`src/rtl/missile_pkg.sv`:
```
// missile_pkg
//   Shared types and constants for the missile launcher/motion block, the
//   explosion controller and the sprite/colour mapper.
//   - missile_state_t : launcher FSM states
//   - GROUND_Y_DEF    : Y at which a flight ends (also the controller threshold)
//   - SCREEN_W/H      : visible screen size in pixels
//   - vel_next()      : saturating velocity increment used by the gravity build
package missile_pkg;

  typedef enum logic [2:0] {
    IDLE  = 3'd0,
    ARM   = 3'd1,
    FLY   = 3'd2,
    BLAST = 3'd3,
    COOL  = 3'd4
  } missile_state_t;

  localparam logic [9:0] GROUND_Y_DEF     = 10'd390;
  localparam logic [3:0] FALL_STEP_DEF    = 4'd4;
  localparam logic [3:0] MAX_VEL_DEF      = 4'd12;
  localparam logic [2:0] BLAST_FRAMES_DEF = 3'd6;
  localparam logic [3:0] ARM_TIMEOUT_DEF  = 4'd8;

  localparam int SCREEN_W = 640;
  localparam int SCREEN_H = 480;

  // Increment velocity by one pixel/frame, never exceeding the ceiling.
  function automatic logic [3:0] vel_next(input logic [3:0] vel,
                                          input logic [3:0] max_vel);
    vel_next = (vel >= max_vel) ? max_vel : vel + 4'd1;
  endfunction

endpackage

```
`src/rtl/frame_tick_detect.sv`:
```
// frame_tick_detect
//   Brings an asynchronous frame clock (vertical sync) into the Clk domain
//   with a two-flop synchroniser and emits a one-Clk pulse on each
//   synchronised rising edge. Reusable by any sprite block that steps once
//   per frame.
// Ports
//   clk       in  1  system clock
//   rst_n     in  1  asynchronous active-low reset
//   async_in  in  1  asynchronous frame clock
//   tick      out 1  one-cycle pulse per rising edge of async_in
module frame_tick_detect (
  input  logic clk,
  input  logic rst_n,
  input  logic async_in,
  output logic tick
);

  logic sync_p0;
  logic sync_p1;
  logic prev_p2;

  always_ff @(posedge clk or negedge rst_n) begin
    if (!rst_n) begin
      sync_p0 <= 1'b0;
      sync_p1 <= 1'b0;
      prev_p2 <= 1'b0;
    end else begin
      sync_p0 <= async_in;
      // synchroniser output stage
      sync_p1 <= sync_p0;
      // edge-detect history stage
      prev_p2 <= sync_p1;
    end
  end

  assign tick = sync_p1 & ~prev_p2;

endmodule

```
`src/rtl/missile_motion.sv`:
```
// missile_motion
//   Launcher/motion end of the missile interface. A fire request spawns a
//   missile at the player position and raises launch towards the explosion
//   controller. Once the controller reports the missile in flight (explored
//   low) the missile drops a fixed step per frame until it reaches the ground,
//   then a fixed-length blast animation plays and the launcher rearms once
//   fire is released.
// Configuration
//   MISSILE_GRAVITY_EN : when defined, velocity grows by one pixel/frame after
//                        every flight step, capped at MAX_VEL.
// Ports
//   Clk           in  1   system clock
//   Reset_n       in  1   asynchronous active-low reset
//   frame_clk     in  1   asynchronous frame clock, rising edge = one frame
//   fire          in  1   level fire request
//   launch_X      in  10  spawn X
//   launch_Y      in  10  spawn Y
//   explored      in  1   controller status, 0 = missile in flight
//   launch        out 1   launch request to the explosion controller
//   missile_X_Pos out 10  missile X, held for the whole flight
//   missile_Y_Pos out 10  missile Y
//   missile_on    out 1   missile sprite visible
//   blast_on      out 1   blast sprite visible
//   blast_frame   out 3   blast animation index
//   busy          out 1   launcher not idle
module missile_motion
  import missile_pkg::*;
#(
  parameter logic [9:0] GROUND_Y     = GROUND_Y_DEF,
  parameter logic [3:0] FALL_STEP    = FALL_STEP_DEF,
  parameter logic [3:0] MAX_VEL      = MAX_VEL_DEF,
  parameter logic [2:0] BLAST_FRAMES = BLAST_FRAMES_DEF,
  parameter logic [3:0] ARM_TIMEOUT  = ARM_TIMEOUT_DEF
) (
  input  logic       Clk,
  input  logic       Reset_n,
  input  logic       frame_clk,
  input  logic       fire,
  input  logic [9:0] launch_X,
  input  logic [9:0] launch_Y,
  input  logic       explored,
  output logic       launch,
  output logic [9:0] missile_X_Pos,
  output logic [9:0] missile_Y_Pos,
  output logic       missile_on,
  output logic       blast_on,
  output logic [2:0] blast_frame,
  output logic       busy
);

`ifdef MISSILE_GRAVITY_EN
  localparam bit GRAVITY = 1'b1;
`else
  localparam bit GRAVITY = 1'b0;
`endif

  missile_state_t state, state_nxt;
  logic [9:0]  x_q, x_nxt;
  logic [9:0]  y_q, y_nxt;
  logic [3:0]  vel_q, vel_nxt;
  logic [3:0]  arm_cnt_q, arm_cnt_nxt;
  logic [2:0]  bf_q, bf_nxt;
  logic        frame_tick;
  logic [10:0] sum;
  logic        ground;
  logic [3:0]  vel_upd;

  frame_tick_detect u_tick (
    .clk      (Clk),
    .rst_n    (Reset_n),
    .async_in (frame_clk),
    .tick     (frame_tick)
  );

  // 11-bit sum so a spawn near the bottom of the 10-bit range cannot wrap
  // back above the ground line.
  assign sum     = {1'b0, y_q} + {7'd0, vel_q};
  assign ground  = (sum >= {1'b0, GROUND_Y});
  assign vel_upd = GRAVITY ? vel_next(vel_q, MAX_VEL) : vel_q;

  always_comb begin
    state_nxt   = state;
    x_nxt       = x_q;
    y_nxt       = y_q;
    vel_nxt     = vel_q;
    arm_cnt_nxt = arm_cnt_q;
    bf_nxt      = bf_q;
    unique case (state)
      IDLE: begin
        if (fire) begin
          x_nxt       = launch_X;
          y_nxt       = launch_Y;
          vel_nxt     = FALL_STEP;
          arm_cnt_nxt = 4'd0;
          state_nxt   = ARM;
        end
      end
      ARM: begin
        // Frame ticks are ignored here; only the controller handshake matters.
        if (!explored) begin
          state_nxt = FLY;
        end else if (arm_cnt_q == ARM_TIMEOUT - 4'd1) begin
          state_nxt = IDLE;
        end else begin
          arm_cnt_nxt = arm_cnt_q + 4'd1;
        end
      end
      FLY: begin
        // Reaching the ground wins over an external abort in the same cycle.
        if (frame_tick && ground) begin
          y_nxt     = GROUND_Y;
          vel_nxt   = vel_upd;
          bf_nxt    = 3'd0;
          state_nxt = BLAST;
        end else if (explored) begin
          bf_nxt    = 3'd0;
          state_nxt = BLAST;
        end else if (frame_tick) begin
          y_nxt   = sum[9:0];
          vel_nxt = vel_upd;
        end
      end
      BLAST: begin
        if (frame_tick) begin
          if (bf_q == BLAST_FRAMES - 3'd1) begin
            bf_nxt    = 3'd0;
            state_nxt = COOL;
          end else begin
            bf_nxt = bf_q + 3'd1;
          end
        end
      end
      COOL: begin
        // Waiting for fire to drop prevents a held key from auto-refiring.
        if (!fire) state_nxt = IDLE;
      end
      default: state_nxt = IDLE;
    endcase
  end

  always_ff @(posedge Clk or negedge Reset_n) begin
    if (!Reset_n) begin
      state     <= IDLE;
      x_q       <= 10'd0;
      y_q       <= 10'd0;
      vel_q     <= 4'd0;
      arm_cnt_q <= 4'd0;
      bf_q      <= 3'd0;
    end else begin
      state     <= state_nxt;
      x_q       <= x_nxt;
      y_q       <= y_nxt;
      vel_q     <= vel_nxt;
      arm_cnt_q <= arm_cnt_nxt;
      bf_q      <= bf_nxt;
    end
  end

  // Outputs decode only registered state, so they are glitch-free.
  assign launch        = (state == ARM);
  assign missile_on    = (state == FLY);
  assign blast_on      = (state == BLAST);
  assign busy          = (state != IDLE);
  assign blast_frame   = bf_q;
  assign missile_X_Pos = x_q;
  assign missile_Y_Pos = y_q;

endmodule

```
`config.mk`:
```
export PLATFORM = sky130hd
export DESIGN_NAME = missile_motion
export DESIGN_NICKNAME = d
export VERILOG_FILES = /design/src/rtl/missile_pkg.sv /design/src/rtl/frame_tick_detect.sv /design/src/rtl/missile_motion.sv
export SDC_FILE = /design/constraint.sdc
export NUM_CORES = 1
export LEC_CHECK = 0
export BUFFER_PORTS_ARGS = -buffer_cell sky130_fd_sc_hd__buf_2
export CAP_MARGIN = 20
export CORE_MARGIN = 5
export CORE_UTILIZATION = 38
export CTS_CLUSTER_DIAMETER = 200
export DETAILED_ROUTE_END_ITERATION = 8
export PLACE_DENSITY = 0.6
export RECOVER_POWER = 50
export REMOVE_ABC_BUFFERS = 1
export SYNTH_ARGS = -nofsm -noshare
export SYNTH_HDL_FRONTEND = slang
export SYNTH_SLANG_ARGS = --single-unit
export TNS_END_PERCENT = 10
```
`constraint.sdc`:
```
create_clock -name Clk -period 2.4 [get_ports Clk]
set_input_delay 0.24 -clock Clk [delete_from_list [all_inputs] [get_ports Clk]]
set_output_delay 0.24 -clock Clk [all_outputs]
set_load 0.005 [all_outputs]
```
==> key figures <==
Power
  – Power density over the cells: approximately 1400 mW/mm2
  – Register share of total power: 0.332
  – Gate power share: 0.469
  – VDD IR max: between 700 and 800 uV
  – Tot Pwr: roughly 3.3 mW
  – Psw: between 1 and 1.5 mW
  – Leak: around 1.1 nW
  – Cell internal pwr: 2.02 mW
  – Switching share of total power: 0.392
  – Clk pwr share: 0.199

Synthesis
  – Synth warn: 0
  – Synth Flop Type: dfrtp_1
  – Register area share after synthesis: 0.419
  – Async SR Flop Fraction: 1.00
  – Post-synth EDFFs: 0
  – Seq cells post-synth: 34
  – Post-Syn Area per Cell: 10.6 um2
  – Netlist cell types: 69
  – Post-synthesis instance area: between 0.002 and 0.0025 mm2
  – Mapped Cells: 191

Timing
  – Slew headroom: -0.245
  – Unrepaired setup endpoints after global routing: false
  – Fin crit share: 0.937
  – Fin Hold WS: 0.0482 ns
  – Slew Limit Fails: 35
  – Fin crit period: 2.25 ns
  – Hold Vio Cnt, Final: 0
  – Slew @ Worst Pin: 1.87 ns
  – Skew final: a little under 0.008 ns
  – Max frequency: 0.445 GHz
  – Setup-failing EPs final: 0

Min path
  – Cells on Worst Hold Path: 1
  – Hold Crit Class: input pin to flop

Place
  – Gpl congestion: about 0.85
  – Number of port buffers: about 50
  – Post-DP HPWL: 3580 um

Clocking
  – CTS HTree Levels: 2
  – Root buffer cell: clkbuf_8
  – CTS Buffer Depth: 2
  – CTS tree: built
  – Num CTS Buffers: 5
  – CTS clk-pin slew, worst paths: 0.07 ns
  – Clock tree sinks: 34
  – Later-pin clock latency in the skew report: approximately 0.29 ns
  – Post-CTS Hold Fix Bufs: 0

Routing
  – M1 wire length: between 2000 and 2500 um
  – Initial DRC count: 96
  – Vias/cell: between 5 and 6
  – Residual DRC: 0
  – Drt wl/cell: between 15 and 20 um
  – Antenna-violating nets left: 0
  – Vias after detailed routing: ~1700
  – Met3 wire length: 353 um
  – Max layer used: met4
  – Routed WL: roughly 4800 um
  – WL met2: approximately 2200 um
  – Pre-antenna DRT Iters: 4

GRT
  – First-pass GRT wire length: around 8400 um
  – Grt total ovfl: 0
  – Antenna violations before repair: 0
  – Pin count of the biggest net entering global routing: 35
  – Vias in the first global route: about 1700
  – Global Route Usage Sum: 0.147

Setup path
  – Type of origin of the critical path: flop
  – Crit path depth: 7
  – R2R depth: 7
  – Req. time, crit path: 2.57 ns
  – WP data arrival: 2.42 ns
  – WS Path Type: flop to flop
  – Worst-path fanout max: 8
  – CP top delay family: compound AO/OA/AOI/OAI gates
  – Largest stage delay, worst path: just over 0.4 ns
  – Slowest-stage cell, CP: dfrtp_1
  – Crit-path cells: ha_1, a31o_1, a22o_2, o211a_1, o21ai_4, nor3b_2, o21bai_1
  – Critical path buffer and inverter count: 0
  – Crit. End Element: flop

Die
  – Std cell rows: 26
  – Die Span Y: around 83 um
  – Initial Util: 0.395
  – Die ar.: between 0.006 and 0.007 mm2
  – Core area: approximately 0.0051 mm2
  – Die width: approximately 83 um
  – Top Ports: 52

Outcome
  – Status: finished with violations
  – Violated checks: max-capacitance violations, max-slew violations

Final layout
  – Ant diodes: 0
  – Share of layout cells above drive strength 1: 0.352
  – # nets final: about 270
  – P&R area growth vs syn: 20.6%
  – Most frequent cells in the layout: 42 x buf_2, 34 x dfrtp_1, 15 x nand2_1
  – Filler instances: 530
  – Commonest non-fill, non-tap cell in the layout: buf_2

Run
  – Max-Cap Viols: 1
cells in the mapped netlist (2+ instances only):
master	n	share of area
a2111o_1	2	0.011
a21o_1	3	0.011
a21oi_1	4	0.0099
a22o_1	4	0.017
a31oi_1	3	0.0092
a32oi_1	3	0.013
buf_2	2	0.0049
buf_4	2	0.0074
buf_6	4	0.022
dfrtp_1	34	0.42
ha_1	3	0.018
inv_1	6	0.011
mux2_2	11	0.061
nand2_1	15	0.028
nand2b_1	3	0.0092
nand3_1	5	0.012
nand3b_1	2	0.0074
nand4_1	5	0.015
nor2_1	6	0.011
nor2_2	2	0.0062
nor3_1	4	0.0099
nor3b_1	2	0.0074
o21ai_0	9	0.022
o21ai_1	2	0.0049
o22a_1	5	0.022
o22ai_1	2	0.0062
o31ai_1	3	0.011
o32ai_1	2	0.0086
or2_2	2	0.0062
xnor2_1	2	0.0086
registers in the layout, indices dropped and copies added (netlist names):
signal          count
arm_cnt_q           4
blast_frame         3
missile_X_Pos      10
missile_Y_Pos      10
state               3
u_tick.prev_p2      1
u_tick.sync_p0      1
u_tick.sync_p1      1
vel_q               1
through the flow:
step	instances	cell area, um2	TNS [ns]	worst slack, ns	utilization
4_1_cts	314	2460	0	0.155	0.478
5_1_grt	314	2450	0	0.0143	0.477
3_5_place_dp	306	2310	0	0.178	0.450
6_report	314	2450	0	0.150	0.477
2_1_floorplan	179	1920	-1.04	-0.207	-
3_3_place_gp	306	2310	0	0.201	0.450
final timing paths:
path | start | to | slack, ns
worst max-delay path | missile_Y_Pos[2] | state[0] | 0.15
worst min-delay path | frame_clk | u_tick.sync_p0 | 0.05
worst max register to register | missile_Y_Pos[2] | state[0] | 0.15
worst min register to register | u_tick.sync_p0 | u_tick.sync_p1 | 0.35
max in group asynchronous | Reset_n | missile_X_Pos[1] | 0.87
min in group asynchronous | Reset_n | arm_cnt_q[1] | 0.45
kinds of logic after synthesis:
group	share of synthesized area
AO/OA/AOI/OAI	0.238
XOR/XNOR	0.0129
adder cells (fa/ha/maj)	0.0185
buffers and inverters	0.0733
flip-flops	0.419
multiplexers	0.0659
AND/OR/NAND/NOR	0.173
worst register-to-register path, delay by kind of cell, from the launching register on:
kind                     cells  cell delay, ns
AO/OA/AOI/OAI                5            1.14
adder cells (fa/ha/maj)      1            0.29
flip-flops                   1            0.41
AND/OR/NAND/NOR              1            0.30
power groups by stage:
| stage | sequential [mW] | clock (mW) | combinational (mW) |
|---|---|---|---|
| CTS | 1.10 | 0.673 | 1.59 |
| global placement | 1.10 | 0 | 1.57 |
| detailed placement | 1.11 | 0 | 1.58 |
| floorplan | 1.09 | 0 | 0.994 |
| finish | 1.10 | 0.661 | 1.56 |
| global route | 1.15 | 0.695 | 1.75 |
routing by layer:
metal,vias to the layer above,track usage
met5,-,0
met4,0,0.0550
met3,7,0.0495
met2,59,0.219
met1,829,0.195
li1,831,-
repair_timing:
item                       CTS  global route
setup buffers                0             0
gates resized for setup      0             2
setup endpoints to repair    0             6
area by class of cell:
| type | count | area, um2 | share of cell area |
|---|---|---|---|
| clock inverters | 2 | 60.1 | 0.0245 |
| flip-flops and latches | 34 | 851 | 0.347 |
| well taps | 70 | 87.6 | 0.0358 |
| repair buffers | 57 | 289 | 0.118 |
| multi-input cells | 138 | 1050 | 0.427 |
| inverters | 7 | 33.8 | 0.0138 |
| clock buffers | 6 | 82.6 | 0.0337 |
Power figures use the tool's default switching activity.
